## src/rtl/imem_loader_pkg.sv

```systemverilog
// rtl/imem_loader_pkg.sv - shared types and constants for the instruction-memory loader
package imem_loader_pkg;

  localparam int ADDR_WIDTH = 8;
  localparam int MAX_WORDS  = (2 ** ADDR_WIDTH) / 4;
  localparam int CSUM_WIDTH = 8;
  // one extra bit so the word counter can reach MAX_WORDS without wrapping
  localparam int WCNT_WIDTH = $clog2(MAX_WORDS) + 1;

  typedef enum logic [2:0] {
    IDLE,
    LEN,
    DATA,
    CSUM,
    DONE,
    ERR
  } state_t;

endpackage

```

## src/rtl/imem_loader_if.sv

```systemverilog
// rtl/imem_loader_if.sv - byte-stream input and instruction-memory write port of the loader
interface imem_loader_if;
  import imem_loader_pkg::*;

  logic                  in_valid;
  logic [7:0]            in_data;
  logic                  in_ready;
  logic                  mem_we;
  logic [ADDR_WIDTH-1:0] mem_addr;
  logic [31:0]           mem_wdata;

  modport master (
    output in_valid, in_data,
    input  in_ready, mem_we, mem_addr, mem_wdata
  );

  modport slave (
    input  in_valid, in_data,
    output in_ready, mem_we, mem_addr, mem_wdata
  );

endinterface

```

## src/rtl/imem_loader_byte_assembler.sv

```systemverilog
// rtl/imem_loader_byte_assembler.sv - packs four stream bytes LSB-first into a 32-bit word
module byte_assembler (
  input  logic        clk,
  input  logic        reset,
  input  logic        clear,
  input  logic        byte_valid,
  input  logic [7:0]  byte_in,
  output logic [31:0] word,
  output logic        word_valid
);

  logic [1:0]  lane;
  logic [23:0] lanes;

  always_ff @(posedge clk) begin
    if (reset || clear) begin
      lane  <= 2'd0;
      lanes <= 24'd0;
    end else if (byte_valid) begin
      case (lane)
        2'd0:    lanes[7:0]   <= byte_in;
        2'd1:    lanes[15:8]  <= byte_in;
        2'd2:    lanes[23:16] <= byte_in;
        default: ;
      endcase
      lane <= lane + 2'd1;
    end
  end

  // the 4th byte is merged combinationally so the word is complete on its transfer edge
  assign word       = {byte_in, lanes};
  assign word_valid = byte_valid && (lane == 2'd3);

endmodule

```

## src/rtl/imem_loader.sv

```systemverilog
// rtl/imem_loader.sv - boot loader writing a checksummed byte stream into instruction memory
module imem_loader
  import imem_loader_pkg::*;
(
  input  logic          clk,
  input  logic          reset,
  input  logic          start,
  imem_loader_if.slave  bus,
  output logic          cpu_reset,
  output logic          busy,
  output logic          done,
  output logic          error
);

  state_t                state, state_next;
  logic                  xfer, enter_len, byte_valid, word_valid, len_ok, last_word;
  logic [31:0]           word;
  logic [WCNT_WIDTH-1:0] len, word_cnt;
  logic [CSUM_WIDTH-1:0] csum;

  assign xfer       = bus.in_valid && bus.in_ready;
  assign enter_len  = start && (state == IDLE || state == DONE || state == ERR);
  assign byte_valid = xfer && (state == DATA);
  assign len_ok     = (bus.in_data != 8'd0) && (int'(bus.in_data) <= MAX_WORDS);
  assign last_word  = (word_cnt == len - WCNT_WIDTH'(1));

  byte_assembler u_asm (
    .clk        (clk),
    .reset      (reset),
    .clear      (enter_len),
    .byte_valid (byte_valid),
    .byte_in    (bus.in_data),
    .word       (word),
    .word_valid (word_valid)
  );

  always_ff @(posedge clk) begin
    if (reset) state <= IDLE;
    else       state <= state_next;
  end

  always_comb begin
    state_next = state;
    case (state)
      IDLE, DONE, ERR: if (start) state_next = LEN;
      LEN:             if (xfer) state_next = len_ok ? DATA : ERR;
      DATA:            if (word_valid && last_word) state_next = CSUM;
      CSUM:            if (xfer) state_next = (bus.in_data == csum) ? DONE : ERR;
      default:         state_next = IDLE;
    endcase
  end

  always_comb begin
    bus.in_ready = 1'b0;
    busy         = 1'b0;
    cpu_reset    = 1'b1;
    done         = 1'b0;
    error        = 1'b0;
    case (state)
      LEN, DATA, CSUM: begin
        bus.in_ready = 1'b1;
        busy         = 1'b1;
      end
      DONE: begin
        cpu_reset = 1'b0;
        done      = 1'b1;
      end
      ERR:     error = 1'b1;
      default: ;
    endcase
  end

  always_ff @(posedge clk) begin
    if (reset) begin
      len           <= '0;
      word_cnt      <= '0;
      csum          <= '0;
      bus.mem_we    <= 1'b0;
      bus.mem_addr  <= '0;
      bus.mem_wdata <= 32'd0;
    end else begin
      bus.mem_we <= 1'b0;
      if (enter_len) begin
        word_cnt <= '0;
        csum     <= '0;
      end
      if (state == LEN && xfer) len <= bus.in_data[WCNT_WIDTH-1:0];
      if (byte_valid) csum <= csum + bus.in_data;
      if (word_valid) begin
        bus.mem_we    <= 1'b1;
        bus.mem_addr  <= {word_cnt[ADDR_WIDTH-3:0], 2'b00};
        bus.mem_wdata <= word;
        word_cnt      <= word_cnt + WCNT_WIDTH'(1);
      end
    end
  end

endmodule

```

## src/flat_wrapper.sv

```systemverilog
// flat-port wrapper written by rule: the top's interface ports become plain ports
module imem_loader_flat import imem_loader_pkg::*;
  (clk, reset, start, cpu_reset, busy, done, error, bus_in_valid, bus_in_data, bus_in_ready, bus_mem_we, bus_mem_addr, bus_mem_wdata);
  imem_loader_if bus_i ();
  input  logic clk;
  input  logic reset;
  input  logic start;
  output logic cpu_reset;
  output logic busy;
  output logic done;
  output logic error;
  input wire logic [$bits(bus_i.in_valid)-1:0] bus_in_valid;
  input wire logic [$bits(bus_i.in_data)-1:0] bus_in_data;
  output wire logic [$bits(bus_i.in_ready)-1:0] bus_in_ready;
  output wire logic [$bits(bus_i.mem_we)-1:0] bus_mem_we;
  output wire logic [$bits(bus_i.mem_addr)-1:0] bus_mem_addr;
  output wire logic [$bits(bus_i.mem_wdata)-1:0] bus_mem_wdata;
  assign bus_i.in_valid = bus_in_valid;
  assign bus_i.in_data = bus_in_data;
  assign bus_in_ready = bus_i.in_ready;
  assign bus_mem_we = bus_i.mem_we;
  assign bus_mem_addr = bus_i.mem_addr;
  assign bus_mem_wdata = bus_i.mem_wdata;
  imem_loader u_core (.clk(clk), .reset(reset), .start(start), .bus(bus_i), .cpu_reset(cpu_reset), .busy(busy), .done(done), .error(error));
endmodule
```

## config.mk

```make
export PLATFORM = sky130hd
export DESIGN_NAME = imem_loader_flat
export DESIGN_NICKNAME = d
export VERILOG_FILES = /design/src/rtl/imem_loader_pkg.sv /design/src/rtl/imem_loader_if.sv /design/src/rtl/imem_loader_byte_assembler.sv /design/src/rtl/imem_loader.sv /design/src/flat_wrapper.sv
export SDC_FILE = /design/constraint.sdc
export NUM_CORES = 1
export LEC_CHECK = 0
export CORE_MARGIN = 4
export CORE_UTILIZATION = 50
export CTS_BUF_LIST = sky130_fd_sc_hd__clkbuf_4 sky130_fd_sc_hd__clkbuf_8
export DETAILED_ROUTE_END_ITERATION = 7
export PLACE_DENSITY = 0.76
export SYNTH_ARGS = -nofsm -noshare
export SYNTH_HDL_FRONTEND = slang
export SYNTH_HIERARCHICAL = 1
export SYNTH_SLANG_ARGS = --single-unit
```

## constraint.sdc

```tcl
create_clock -name clk -period 2.62 [get_ports clk]
set_input_delay 0.262 -clock clk [delete_from_list [all_inputs] [get_ports clk]]
set_output_delay 0.262 -clock clk [all_outputs]
set_load 0.01 [all_outputs]
```

## Word level (Yosys, flattened, before mapping)

Cells that the tools add are included.
Widths: inputs -> output; s select.

- Bits in registers: 90
- Bits in latches: 0
- RAM bits: 0
- Memory bits (read-only): 0
- Input port bits: 12
- Output and inout port bits: 46
- Memories: 0

- $add $sub $neg: 4
- Multipliers: 0
- Div/mod/pow operators: 0
- $lt $le $gt $ge: 1
- Equal/unequal tests: 14
- Shift-type cells: 0
- Multiplexer cells: 16
- Bitwise logic cells: 0
- Reduce and logical (&&, ||, !) cells: 21

Operator list:

| kind | number |
|---|---|
| $mux 8 | 2 |
| $mux 3 | 5 |
| $mux 7 | 2 |
| $pmux 3 s4 | 1 |
| $add 8x8->8 | 1 |
| $eq 8x8->1 | 1 |
| $le 8x7->1 const B | 1 |
| $reduce_bool 8->1 | 1 |
| $add 7x1->7 const B | 1 |
| $eq 7x7->1 | 1 |
| $logic_and 1x1->1 | 7 |
| $sub 7x1->7 const B | 1 |
| $eq 3x2->1 const B | 2 |
| $eq 3x3->1 const B | 2 |
| $mux 1 | 6 |
| $reduce_and 2->1 | 3 |
| $reduce_or 3->1 | 2 |
| $eq 2x2->1 const B | 2 |
| $ne 2x1->1 const B | 2 |
| $ne 2x2->1 const B | 2 |
| $reduce_and 4->1 | 1 |
| $reduce_bool 2->1 | 2 |
| $eq 3x1->1 const B | 1 |
| $logic_not 3->1 | 1 |
| 4 further kinds | 6 |

## Logic depth before layout (Yosys ltp)

Gate-level depths: netlist of the first run.

- Depth after elaboration: 9
- Gate-level depth with buffers: 11

## Modules after synthesis

The synthesis of the first run kept the hierarchy.

Modules (own cells, without submodules):

| module | instances | cells each | area an instance (um^2) |
|---|---|---|---|
| imem_loader | 1 | 333 | 3118.0 |
| byte_assembler | 1 | 133 | 1390.1 |

## Worst setup path after synthesis of the first run

Ideal clock, no wire load.

- Kind: reg2reg
- From: register u_core.state[1]
- To: register u_core.bus.mem_wdata[10]
- Library setup time: 0.128 ns
- Arrival time: 2.510 ns
- Data required time: 2.492 ns
- Path slack: -0.018 ns
- Cell stages (with the launch flop): 12
- Path buffers: 7
- Clock period less this slack: 2.638 ns
- Cells stage by stage: dfxtp_1 -> buf_6 -> nor4bb_1 -> clkbuf_1 -> buf_6 -> buf_2 -> and2_1 -> clkbuf_1 -> clkbuf_1 -> buf_1 -> mux2i_1 -> nor2_1

- Longest elaborated chain between the ends: 6
- Elaborated cells between the ends (all ways): 8
- Classes of those cells: 3 x eq/ne; 1 x mux; 4 x reduce/logical

RTL lines:

| element | line | text |
|---|---|---|
| from (decl) | imem_loader.sv:15 | `state_t state, state_next;` |
| from (signal assigned) | imem_loader.sv:39 | `else state <= state_next;` |
| $eq 3x2->1 (tied with other cells) | imem_loader.sv:59 | `case (state)` |
| $reduce_or 3->1 | imem_loader.sv:59 |  |
| $mux 1 | imem_loader.sv:59 |  |
| $logic_and 1x1->1 | imem_loader.sv:21 | `assign xfer = bus.in_valid && bus.in_ready;` |
| $logic_and 1x1->1 * | imem_loader.sv:23 | `assign byte_valid = xfer && (state == DATA);` |
| named net u_core.byte_valid | imem_loader.sv:16 | `logic xfer, enter_len, byte_valid, word_valid, len_ok, last_word;` |
| $logic_and 1x1->1 * | imem_loader_byte_assembler.sv:32 | `assign word_valid = byte_valid && (lane == 2'd3);` |
| named net u_core.word_valid | imem_loader.sv:16 |  |
| to (signal assigned) | imem_loader.sv:92 | `bus.mem_wdata <= word;` |
| to (decl) | imem_loader_if.sv:19 | `output in_ready, mem_we, mem_addr, mem_wdata` |

The timed path passes the listed nets; every way through them passes the cells marked *.
A chain may end at the register's enable or synchronous reset.

## Worst setup path after layout of the first run

- From: register u_core.state[0]
- To: register u_core.u_asm.lanes[0]

- Elaborated cells between the ends (all ways): 15
- Classes of those cells: 5 x eq/ne; 1 x mux; 9 x reduce/logical

RTL lines:

| element | line | text |
|---|---|---|
| $eq 3x3->1 / $logic_not 3->1 (equally long branches) | imem_loader.sv:22 | `assign enter_len = start && (state == IDLE \|\| state == DONE \|\| state == ERR);` |
| $logic_or 1x1->1 | imem_loader.sv:22 |  |
| $logic_or 1x1->1 * | imem_loader.sv:22 |  |
| $logic_and 1x1->1 * | imem_loader.sv:22 |  |
| named net u_core.enter_len | imem_loader.sv:16 |  |
| $logic_or 1x1->1 * | imem_loader_byte_assembler.sv:16 | `if (reset \|\| clear) begin` |
| to (signal assigned) | imem_loader_byte_assembler.sv:21 | `2'd0: lanes[7:0] <= byte_in;` |
| to (decl) | imem_loader_byte_assembler.sv:13 | `logic [23:0] lanes;` |

Marks and branches as above.

==> results.py, run 1 <==
metrics = {
    "critical_path": {
        "worstSetupPathType": "reg2reg",
        "required_ns": 2.91,
        "r2r-start": "u_core/state[0]",
        "timing.rr.end": "u_core/u_asm/lanes[0]",
        "critPathMaxFanout": 24,
        "cp-end-kind": "flip-flop",
        "cp.arrival_ns": 2.47,
        "ff2ff_path_depth": 6,
        "reg2reg_setup_slack_ns": 0.44,
        "start_kind": "flip-flop",
    },
    "power": {
        "p_seq_share_pct": 53.6,
        "power_frac_clock_pct": 38.5,
        "vdd_drop_max_uv": 303,
        "power.density_nw_per_um2": 501,
        "p_int_uw": 1920,
        "total_power_uw": 2590,
        "power.switching_uw": 675,
        "p_leak_uw": 0.00184,
        "combinationalPowerShare_pct": 7.9,
        "switching_share_pct": 26.0,
    },
    "logic_synthesis": {
        "synth_area_leaders": "dfxtp_1, mux2i_1, nor2_1",
        "synth_top_area_share_pct": 40.0,
        "synth_flop_cell": "dfxtp_1",
        "synth-edff-count": 0,
        "syn_area_per_cell_um2": 9.67,
        "synth.distinct_cells": 60,
        "syn_inst": 466,
        "synth_area_leader_cell": "dfxtp_1",
        "yosys_warnings": 6,
        "netlist_area_um2": 4510,
        "synth-seq-cells": 90,
        "async_reset_ff_share_pct": 0,
        "yosysSeqAreaShare_pct": 40.0,
    },
    "min_path": {
        "hold_start": "reset",
        "worstHoldPathType": "in2reg",
        "hold_path_depth": 2,
        "whs_endpoint": "u_core/len[2]",
    },
    "global_routing": {
        "grt_usage_pct": 19.4,
        "grt_first_pass_wirelength_um": 16200,
        "antenna_found_initial": 0,
        "grt_max_degree": 60,
        "grt_pass1_vias": 3318,
        "grt_overflow_total": 0,
    },
    "clock_network": {
        "cts-resized-gates": 0,
        "htree_levels": 3,
        "path_clk_slew_ns": 0.09,
        "post_cts_buffers": 0,
        "cts.path.max_buffers": 2,
        "clockRootBuffer": "clkbuf_8",
        "clk_latency_ns": 0.36,
        "cts_sinks": 90,
        "cts_made_buffers": 9,
        "tritoncts": "done",
        "cts_hold_buffers": 0,
    },
    "sta": {
        "final.min_clock_period_ns": 2.18,
        "rsz0062_at_grt": "false",
        "hold_ws_ns": 0.292,
        "final-max-slew-violation-count": 0,
        "tns_ns": 0,
        "max_freq_mhz": 458,
        "hold_viol": 0,
        "max_slew_margin_pct": 57.0,
        "final-setup-viol-count": 0,
        "fin_skew_ns": 0.0114,
        "worstMarginPinSlew_ns": 0.646,
        "period_share_pct": 83.3,
    },
    "route": {
        "wl_per_cell_um": 15.9,
        "initialDrtViolationCount": 162,
        "finalWirelength_um": 9840,
        "viasPerCell": 5.48,
        "remaining_drc_errors": 0,
        "drtAntennaViolNets": 0,
        "dr.pass1.iters": 5,
        "vias": 3382,
    },
    "floorplan": {
        "core_um2": 8760,
        "die_width_um": 103,
        "io_pins": 58,
        "rows": 34,
        "initial_core_util_pct": 51.4,
        "dieArea_um2": 10600,
        "fp.dieH_um": 103,
    },
    "place": {
        "dpl.hpwl_um": 7000,
        "gp_congestion": 0.887,
        "io_buffers": 55,
    },
    "cells_and_area": {
        "area_growth_pct": 14.8,
        "diodes": 0,
        "fin_nets": 530,
        "drive_gt1_share_pct": 17.1,
    },
    "run_status": {
        "status": "complete, no violations",
    },
    "flow_run": {
        "drv_cap": 0,
    },
}
## power by group through the flow
stage	clock, µW	combinational (µW)	sequential (µW)
floorplan	0	150	1410
global placement	0	200	1420
detailed placement	0	203	1420
CTS	1020	204	1390
global route	1080	223	1390
finish	998	204	1390
## cells in the final DEF, fill, tap and decap left out, drive strengths merged, types with 2 or more instances in the layout
master / n
ha: 13
buf: 16
nand3b: 7
nor2b: 2
or2: 2
nand2: 11
and4: 2
mux2: 2
inv: 15
or3: 2
nand3: 33
and3: 2
a22oi: 6
xor2: 7
o31ai: 2
nand2b: 8
nor4: 6
o21ai: 4
clkdlybuf4s50: 54
xnor2: 9
a21o: 2
o211ai: 2
nor2: 66
a21oi: 34
nor3: 7
clkbuf: 9
dfxtp: 90
nand4: 2
mux2i: 47
conb: 2
a21bo: 24
## worst max-delay path: stages, from the launching register on
cell	delay, ns
dfxtp_1	0.48
inv_1	0.18
o21ai_1	0.51
inv_1	0.19
or2_1	0.32
buf_4	0.26
a21oi_1	0.16
## registers in the layout, summed over array words and instances, names as in the netlist
name,cells
u_core/word_cnt,7
u_core/u_asm/lane,2
u_core/bus.mem_we,1
u_core/len,7
u_core/csum,8
u_core/u_asm/lanes,24
u_core/bus.mem_addr,6
u_core/bus.mem_wdata,32
u_core/state,3
## kinds of logic after synthesis
group / after synthesis / synth area share [%]
DFF: 90 / 40.0
other: 1 / 0.0832
xor gates and xnor gates: 17 / 3.61
muxes: 49 / 10.9
buffers and inverters: 54 / 8.63
and+or+nand+nor: 156 / 17.5
adders and majority gates: 14 / 4.05
AOI/OAI and AO/OA: 85 / 15.2
## worst max path at each step
stage	start	end	slack, ns	cells after the start
global route	u_core/state[0]	u_core/u_asm/lanes[1]	0.25	6
finish	u_core/state[0]	u_core/u_asm/lanes[0]	0.44	6
global placement	bus_in_data[1]	u_core/state[0]	0.26	6
CTS	u_core/state[0]	u_core/u_asm/lanes[1]	0.44	6
floorplan	u_core/state[1]	u_core/bus.mem_wdata[0]	0.07	11
detailed placement	bus_in_data[0]	u_core/csum[6]	0.17	8
## layer usage
layer,vias up,GRT usage [%],wire length [µm]
li1,1680,-,-
met2,58,33.5,5040
met3,8,4.60,324
met5,-,0,0
met4,0,5.08,96
met1,1636,24.3,4380
## stage by stage
step	cells	util, %	worst slack (ns)	area (µm²)
2_1_floorplan	467	-	0.0657	4510
3_3_place_gp	601	56.7	0.259	4970
3_5_place_dp	601	56.7	0.173	4970
4_1_cts	617	59.1	0.442	5170
5_1_grt	617	59.1	0.248	5170
6_report	617	59.1	0.437	5170
## Yosys cell counts (2+ instances only)
| cell | number |
|---|---|
| o211ai_1 | 2 |
| a21oi_1 | 16 |
| a22oi_1 | 6 |
| o31ai_1 | 2 |
| buf_2 | 3 |
| clkbuf_8 | 2 |
| xor2_1 | 7 |
| nor2_1 | 66 |
| a21bo_2 | 24 |
| clkbuf_1 | 11 |
| or3_1 | 2 |
| dfxtp_1 | 90 |
| buf_6 | 14 |
| mux2i_1 | 47 |
| mux2_2 | 2 |
| nand3b_1 | 7 |
| o21ai_0 | 3 |
| nor2b_1 | 2 |
| buf_4 | 11 |
| inv_1 | 10 |
| xnor2_1 | 9 |
| nand4_1 | 2 |
| nand2b_1 | 8 |
| nor4_1 | 4 |
| a21o_1 | 2 |
| and3_1 | 2 |
| a21oi_2 | 18 |
| nor3_1 | 6 |
| and4_1 | 2 |
| nand2_1 | 11 |
| ha_1 | 13 |
| buf_1 | 2 |
| nand3_1 | 33 |
## area by class of cell
class	count	area [µm²]
Fill cell	769	3590
Clock buffer	9	124
Clock inverter	7	81.3
Timing Repair Buffer	70	658
Multi-Input combinational cell	323	2340
Tap cell	108	135
Inverter	10	37.5
Sequential cell	90	1800
(Power assumes the default switching activity.)
==> run 2, diff against run 1 <==
- PLACE_DENSITY: 0.76 -> 0.73
- clock period: 2.62 -> 2.2 ns (I/O delays scaled with it)
==> run 2 against run 1 <==
  * Critical path depth decreased by 2
  * Critical path type is now reg2out
  * First-iteration DRC count decreased by 47%
  * Clock power increased by 12%
  * Core utilization increased by 1.1 points
  * Worst setup slack got worse by 0.33 ns
  * Sequential share of layout area decreased by 0.61 points
  * Global-route usage decreased by 0.45 points
  * Final cell count increased by 1.6%
  * Count of clock-buffer cells in the layout increased by 1
  * Register-to-register slack got worse by 0.24 ns
  * Largest power group unchanged
  * Highest routed layer unchanged
  * Critical endpoint is now done
  * Power increased by 17%
==> results.py, run 2 (synthesized netlist as in run 1, its figures left out) <==
metrics = {
    "run_status": {
        "status": "complete, no violations",
    },
    "floorplan": {
        "core_um2": 8760,
        "rows": 34,
        "die_width_um": 103,
        "dieArea_um2": 10600,
        "initial_core_util_pct": 51.4,
        "fp.dieH_um": 103,
        "io_pins": 58,
    },
    "clock_network": {
        "htree_levels": 3,
        "clockRootBuffer": "clkbuf_8",
        "tritoncts": "done",
        "cts_sinks": 90,
        "cts.path.max_buffers": 2,
        "cts-resized-gates": 0,
        "clk_latency_ns": 0.36,
        "cts_hold_buffers": 0,
        "cts_made_buffers": 9,
        "post_cts_buffers": 0,
        "path_clk_slew_ns": 0.09,
    },
    "critical_path": {
        "cp-end-kind": "primary output",
        "worstSetupPathType": "reg2out",
        "start_kind": "flip-flop",
        "critPathMaxFanout": 11,
        "cp.arrival_ns": 1.87,
        "required_ns": 1.98,
    },
    "global_routing": {
        "grt_max_degree": 52,
        "grt_usage_pct": 18.9,
        "grt_pass1_vias": 3237,
        "grt_overflow_total": 0,
        "antenna_found_initial": 0,
        "grt_first_pass_wirelength_um": 15800,
    },
    "place": {
        "io_buffers": 55,
        "dpl.hpwl_um": 6750,
        "gp_congestion": 0.807,
    },
    "sta": {
        "max_slew_margin_pct": 60.8,
        "final-setup-viol-count": 0,
        "hold_viol": 0,
        "period_share_pct": 95.2,
        "final.min_clock_period_ns": 2.09,
        "rsz0062_at_grt": "false",
        "fin_skew_ns": 0.0128,
        "final-max-slew-violation-count": 0,
        "max_freq_mhz": 477,
        "worstMarginPinSlew_ns": 0.588,
        "tns_ns": 0,
    },
    "power": {
        "switching_share_pct": 24.6,
        "power.switching_uw": 749,
        "p_int_uw": 2290,
        "p_leak_uw": 0.00189,
        "p_seq_share_pct": 54.4,
        "vdd_drop_max_uv": 475,
        "power.density_nw_per_um2": 577,
        "power_frac_clock_pct": 37.0,
        "combinationalPowerShare_pct": 8.6,
    },
    "route": {
        "drtAntennaViolNets": 0,
        "wl_met2_um": 4790,
        "initialDrtViolationCount": 86,
        "viasPerCell": 5.35,
        "wl_met1_um": 4290,
        "vias": 3356,
        "highest_layer": "met4",
        "finalWirelength_um": 9590,
        "remaining_drc_errors": 0,
        "wl_per_cell_um": 15.3,
        "dr.pass1.iters": 4,
        "wl_met3_um": 407,
    },
    "cells_and_area": {
        "diodes": 0,
        "fill_cells": 743,
        "drive_gt1_share_pct": 18.7,
        "regMostFlops": "u_core/bus.mem_wdata",
        "final_cell_mix": "dfxtp_1, nor2_1, clkdlybuf4s50_1",
        "fin_nets": 540,
        "fin_util_pct": 60.1,
        "final_common_cell": "dfxtp_1",
        "multi_input_area_um2": 2340,
        "largest_register_ffs": 32,
        "area_growth_pct": 16.8,
        "reg_top3": "u_core/bus.mem_wdata (32), u_core/u_asm/lanes (24), u_core/csum (8)",
        "area.sequential_um2": 1800,
    },
    "flow_run": {
        "drv_cap": 0,
    },
    "min_path": {
        "worstHoldPathType": "in2reg",
    },
}
==> run 2: changes by cell type in the layout (fill, tap and decap cells not counted), sizes merged <==
cell,delta
buf,+10
inv,-4
clkbuf,+1
clkinvlp,+3
==> run 2: cell type report <==
class                           count  area share, %
Multi-Input combinational cell    323           44.4
Sequential cell                    90           34.2
Timing Repair Buffer               80           14.4
Tap cell                          108           2.57
Clock buffer                       10           2.49
Clock inverter                      6           1.26
Inverter                           10          0.713
==> run 2: power groups by stage <==
stage	Combinational [µW]	Clock [µW]	Sequential, µW
2_1_floorplan	178	0	1680
3_3_place_gp	257	0	1690
3_5_place_dp	262	0	1690
4_1_cts	263	1160	1650
5_1_grt	284	1220	1660
6_report	262	1120	1660
==> run 2: final timing paths <==
check | startpoint | endpoint | slack (ns) | depth (start not counted)
worst max-delay path | u_core/state[2] | done | 0.11 | 4
worst min-delay path | reset | u_core/bus.mem_wdata[31] | 0.23 | 2
worst max register to register | u_core/len[0] | u_core/state[0] | 0.20 | 7
worst min register to register | u_core/u_asm/lanes[4] | u_core/bus.mem_wdata[4] | 0.49 | 2
==> run 2: per-layer routing <==
metal / track usage, % / up-vias
li1: - / 1698
met1: 24.5 / 1583
met2: 31.3 / 64
met3: 4.47 / 11
met4: 5.98 / 0
met5: 0 / -
==> run 2: per-stage QoR <==
step / worst slack (ns) / total power (µW) / area (µm²) / hold WS (ns) / instances
5_1_grt: 0.0181 / 3160 / 5270 / 0.227 / 627
2_1_floorplan: -0.101 / 1860 / 4530 / 0.366 / 467
3_5_place_dp: -0.117 / 1960 / 5070 / 0.474 / 611
4_1_cts: 0.0923 / 3080 / 5270 / 0.224 / 627
3_3_place_gp: -0.0904 / 1950 / 5070 / 0.464 / 611
6_report: 0.106 / 3040 / 5270 / 0.230 / 627
==> run 2: critical path, stage by stage, from the launching register on <==
cell and delay [ns]:
dfxtp_1 0.60, nand2b_1 0.15, nand2b_1 0.19, inv_1 0.06, clkdlybuf4s50_1 0.53
==> run 3, diff against run 2 <==
- CTS_CLUSTER_SIZE: unset -> 30
- PLACE_DENSITY: 0.73 -> 0.76
- clock period: 2.2 -> 1.9 ns (I/O delays scaled with it)
==> run 3 against run 2 <==
  * Sequential power rose by 15%
  * Clock skew rose by 0.0017 ns
  * Global-route usage rose by 0.51 points
  * Clock power rose by 26%
  * Worst setup slack got worse by 0.025 ns
  * First-iteration DRC count rose by 23%
  * Sequential share of layout area fell by 1.1 points
  * Register-to-register slack got worse by 0.12 ns
==> results.py, run 3 (synthesized netlist as in run 1, its figures left out) <==
metrics = {
    "critical_path": {
        "required_ns": 2.16,
        "cp_num_buf_inv": 1,
        "start_kind": "input port",
        "cp-end-kind": "flip-flop",
        "critPathMaxFanout": 5,
        "crit_chain": "clkdlybuf4s50_1, ha_4, nand3_1, o2111ai_1, nand3_1, nand3_1, mux2_2",
        "cpPeakStageDelay_ns": 0.57,
        "slowest_stage": "clkdlybuf4s50_1",
        "path_delay_family": "buffers and inverters",
        "cp.arrival_ns": 2.07,
        "worstSetupPathType": "in2reg",
        "cpMostUsedCell": "nand3_1",
    },
    "global_routing": {
        "antenna_found_initial": 0,
        "grt_overflow_total": 0,
        "grt_max_degree": 39,
        "grt_usage_pct": 19.4,
        "grt_first_pass_wirelength_um": 16100,
        "grt_pass1_vias": 3394,
    },
    "clock_network": {
        "cts_made_buffers": 9,
        "clk_latency_ns": 0.37,
        "post_cts_buffers": 0,
        "tritoncts": "done",
        "cts-resized-gates": 4,
        "htree_levels": 3,
        "cts_hold_buffers": 0,
        "clockRootBuffer": "clkbuf_8",
        "path_clk_slew_ns": 0.09,
        "cts.path.max_buffers": 2,
        "cts_sinks": 90,
    },
    "sta": {
        "worstMarginPinSlew_ns": 0.590,
        "hold_viol": 0,
        "fin_skew_ns": 0.0145,
        "max_freq_mhz": 550,
        "final-max-slew-violation-count": 0,
        "final.min_clock_period_ns": 1.82,
        "final-setup-viol-count": 0,
        "period_share_pct": 95.8,
        "max_slew_margin_pct": 60.6,
        "rsz0062_at_grt": "false",
    },
    "place": {
        "io_buffers": 55,
        "dpl.hpwl_um": 7140,
        "dp.cells": 627,
        "gp_congestion": 0.949,
    },
    "power": {
        "p_seq_share_pct": 52.3,
        "total_power_uw": 3650,
        "power.density_nw_per_um2": 670,
        "power_frac_clock_pct": 38.6,
        "p_int_uw": 2690,
        "vdd_drop_max_uv": 360,
        "power.switching_uw": 962,
        "p_leak_uw": 0.00204,
        "combinationalPowerShare_pct": 9.1,
        "switching_share_pct": 26.4,
    },
    "cells_and_area": {
        "multi_input_area_um2": 2380,
        "final_cell_mix": "dfxtp_1, nor2_1, clkdlybuf4s50_1",
        "fin_cells": 643,
        "area_growth_pct": 20.8,
        "fin_nets": 556,
        "fill_cells": 745,
        "area.sequential_um2": 1810,
        "final_common_cell": "dfxtp_1",
        "drive_gt1_share_pct": 23.0,
        "diodes": 0,
        "largest_register_ffs": 32,
        "regMostFlops": "u_core/bus.mem_wdata",
        "reg_top3": "u_core/bus.mem_wdata (32), u_core/u_asm/lanes (24), u_core/csum (8)",
        "fin_util_pct": 62.2,
    },
    "route": {
        "finalWirelength_um": 10100,
        "drtAntennaViolNets": 0,
        "viasPerCell": 5.51,
        "dr.pass1.iters": 4,
        "vias": 3545,
        "initialDrtViolationCount": 106,
        "wl_per_cell_um": 15.7,
        "remaining_drc_errors": 0,
    },
    "min_path": {
        "worstHoldPathType": "in2reg",
    },
    "floorplan": {
        "rows": 34,
        "dieArea_um2": 10600,
        "io_pins": 58,
        "core_um2": 8760,
        "initial_core_util_pct": 51.4,
        "die_width_um": 103,
        "fp.dieH_um": 103,
    },
    "flow_run": {
        "drv_cap": 0,
    },
    "run_status": {
        "status": "complete, no violations",
    },
}
-- run 3: cell type report --
cell class,count,share of cell area (%)
Multi-Input combinational cell,323,43.7
Inverter,10,0.689
Tap cell,108,2.48
Sequential cell,90,33.1
Clock buffer,9,2.27
Clock inverter,7,1.70
Timing Repair Buffer,96,16.0
-- run 3: through the flow --
step	hold WS, ns	setup slack [ns]	cell area (µm²)	setup TNS, ns
final	0.115	0.0803	5450	0
after global routing	0.121	0.00323	5450	0
after CTS	0.105	0.0110	5410	0
after detailed placement	0.481	-0.363	5190	-10.97
after global placement	0.467	-0.338	5190	-8.44
after floorplan	0.336	-0.127	4560	-2.64
-- run 3: path summary, 6_finish.rpt --
path | endpoint | slack (ns) | cells past startpoint | start
setup reg to reg | u_core/word_cnt[6] | 0.08 | 6 | u_core/state[0]
setup / recovery | u_core/csum[7] | 0.08 | 7 | bus_in_data[3]
hold reg to reg | u_core/csum[6] | 0.50 | 2 | u_core/csum[6]
hold / removal | u_core/bus.mem_wdata[31] | 0.11 | 2 | reset
-- run 3: layer usage --
layer | vias to the layer above | share of wire [%] | GRT usage (%)
met5 | - | 0 | 0
met4 | 0 | 2.2 | 7.37
met3 | 18 | 3.1 | 4.53
met2 | 58 | 50 | 32.8
met1 | 1727 | 44 | 24.2
li1 | 1742 | - | -
-- run 3: power by group through the flow --
| stage | logic [µW] | clock network (µW) | registers (µW) |
|---|---|---|---|
| finish | 333 | 1410 | 1910 |
| global route | 357 | 1530 | 1910 |
| CTS | 331 | 1430 | 1910 |
| detailed placement | 327 | 0 | 1950 |
| global placement | 321 | 0 | 1950 |
| floorplan | 208 | 0 | 1950 |
==> RTL edit (settings of run 2) <==
Make the reset (`reset`) asynchronous in 2 clocked blocks.
--- a/src/rtl/imem_loader.sv
+++ b/src/rtl/imem_loader.sv
@@ -34,7 +34,7 @@
     .word_valid (word_valid)
   );
 
-  always_ff @(posedge clk) begin
+  always_ff @(posedge clk or posedge reset) begin
     if (reset) state <= IDLE;
     else       state <= state_next;
   end
@@ -70,7 +70,7 @@
     endcase
   end
 
-  always_ff @(posedge clk) begin
+  always_ff @(posedge clk or posedge reset) begin
     if (reset) begin
       len           <= '0;
       word_cnt      <= '0;
Function: differs if reset is asserted again (counterexample within 4 cycles, from zero or initial values and one cycle with reset high); with reset held inactive, the same outputs for 10 cycles.
==> RTL edit against run 2 <==
  * Via count fell by 6.3%
  * Design area increased by 2.6%
  * Wire length rose by 1.0%
  * Cell count fell by 10%
  * Critical path depth rose by 1
  * Sequential cell count unchanged
  * Setup slack improved by 12 ps
  * Synthesized area rose by 0.39%
  * Clock skew up 1.9 ps
  * Worst hold slack lost 15 ps
  * Highest routed layer unchanged
Power is not compared: it rests on default switching activity, and its combinational part moved more than twofold at a synthesized area within 25%.
==> RTL edit: results <==
[synth]
ys.flop_type = "dfrtp_1"
ys_async_sr_fraction_pct = 71.1
synthAdderAreaFrac_pct = 4.04
synth_common_cells = "64 x dfrtp_1, 46 x mux2_2, 28 x nand3_1, 26 x dfxtp_1, 24 x a21bo_2"
syn_avg_cell_area_um2 = 11.6
ys_top_cells_by_area = "dfrtp_1 35%, dfxtp_1 12%, mux2_2 11%"
synth_xor_area_share_pct = 4.06
synth_compound_area_share_pct = 14.7
synth.mux.area_fraction_pct = 12.8
ys.warnings.count = 6
yosysTopAreaCell = "dfrtp_1"
yosysSeqAreaShare_pct = 46.9
ys_types = 54

[global_route]
grt_util_all_layers_pct = 19.7
grt_start_max_net_pins = 61
grt_first_pass_wirelength_mm = 16.1
grt_pass1_vias = 3136

[drt]
drt-initial-drc-count = 134
vias_per_cell = 5.59
detail_route.wl_per_cell_um = 17.2
postRouteWirelength_mm = 9.68

[worst_hold_path]
hp-class = "in -> async"

[clock_network]
postCtsResizedCells = 0

[setup_path]
path_delay_family = "buffers and inverters"
path_max_fanout = 9
reg2reg_from = "u_core/len[0]"
critPathSlowestCell = "clkdlybuf4s50_1"
slowest_delay_ps = 530

[finish]
nNetsFinal = 475
fill_cells = 718
drive_gt1_share_pct = 32.2
syn_to_final_growth_pct = 19.5

[placement]
pre_cts_slack_ps = -85.9
placed_area_um2 = 5180
placedCellCount = 546
place_hpwl_mm = 6.70

[sta]
hold_slack_ps = 215
slew-limit-headroom_pct = 60.4
skew_ps = 14.7

[status]
status = "finished clean"
RTL edit: cell count changes in the layout (fill, tap and decap cells not counted), sizes merged, moves of 7 or more:
cell	change
dfrtp	+64
dfxtp	-64
mux2	+44
mux2i	-41
nand2	+7
nor2	-55
RTL edit: logic make-up (layout without fill, tap and decap cells):
logic type / Yosys count / after routing
AO/OA/AOI/OAI: 83 / 83
AND/OR/NAND/NOR: 84 / 84
XOR/XNOR: 21 / 21
buffers and inverters: 45 / 108
adder cells (fa/ha/maj): 14 / 14
other: 1 / 2
flip-flops: 90 / 90
multiplexers: 52 / 52
RTL edit: area by class of cell:
type	count	area share (%)
flip-flops and latches	90	39.3
multi-input cells	256	38.7
repair buffers	83	14.8
well taps	108	2.50
clock buffers	9	2.29
clock inverters	7	1.85
inverters	9	0.625
RTL edit: worst max-delay path by stage:
stage                     from  slack [ps]  cells past startpoint                     end
3_3_place_gp    bus_in_data[0]         -50                      8          u_core/csum[6]
5_1_grt        u_core/state[1]          50                      5                    done
2_1_floorplan  u_core/state[1]          30                     10  u_core/bus.mem_addr[2]
4_1_cts        u_core/state[1]         100                      5                    done
3_5_place_dp    bus_in_data[1]         -90                      7          u_core/csum[7]
6_report       u_core/state[1]         120                      5                    done
RTL edit: per-layer routing:
metal	global-route usage, %	vias up	share of wire (%)
met5	0	-	0
met1	27.6	1573	47
li1	-	1488	-
met4	5.98	0	1.4
met2	30.9	71	48
met3	3.92	12	4.1
RTL edit: power by group through the flow:
| stage | registers (uW) | logic, uW | clock network (uW) |
|---|---|---|---|
| after floorplan | 1910 | 864 | 0 |
| after global routing | 1930 | 1330 | 1370 |
| after CTS | 1920 | 1210 | 1310 |
| after detailed placement | 1950 | 1200 | 0 |
| final | 1920 | 1210 | 1270 |
| after global placement | 1950 | 1170 | 0 |
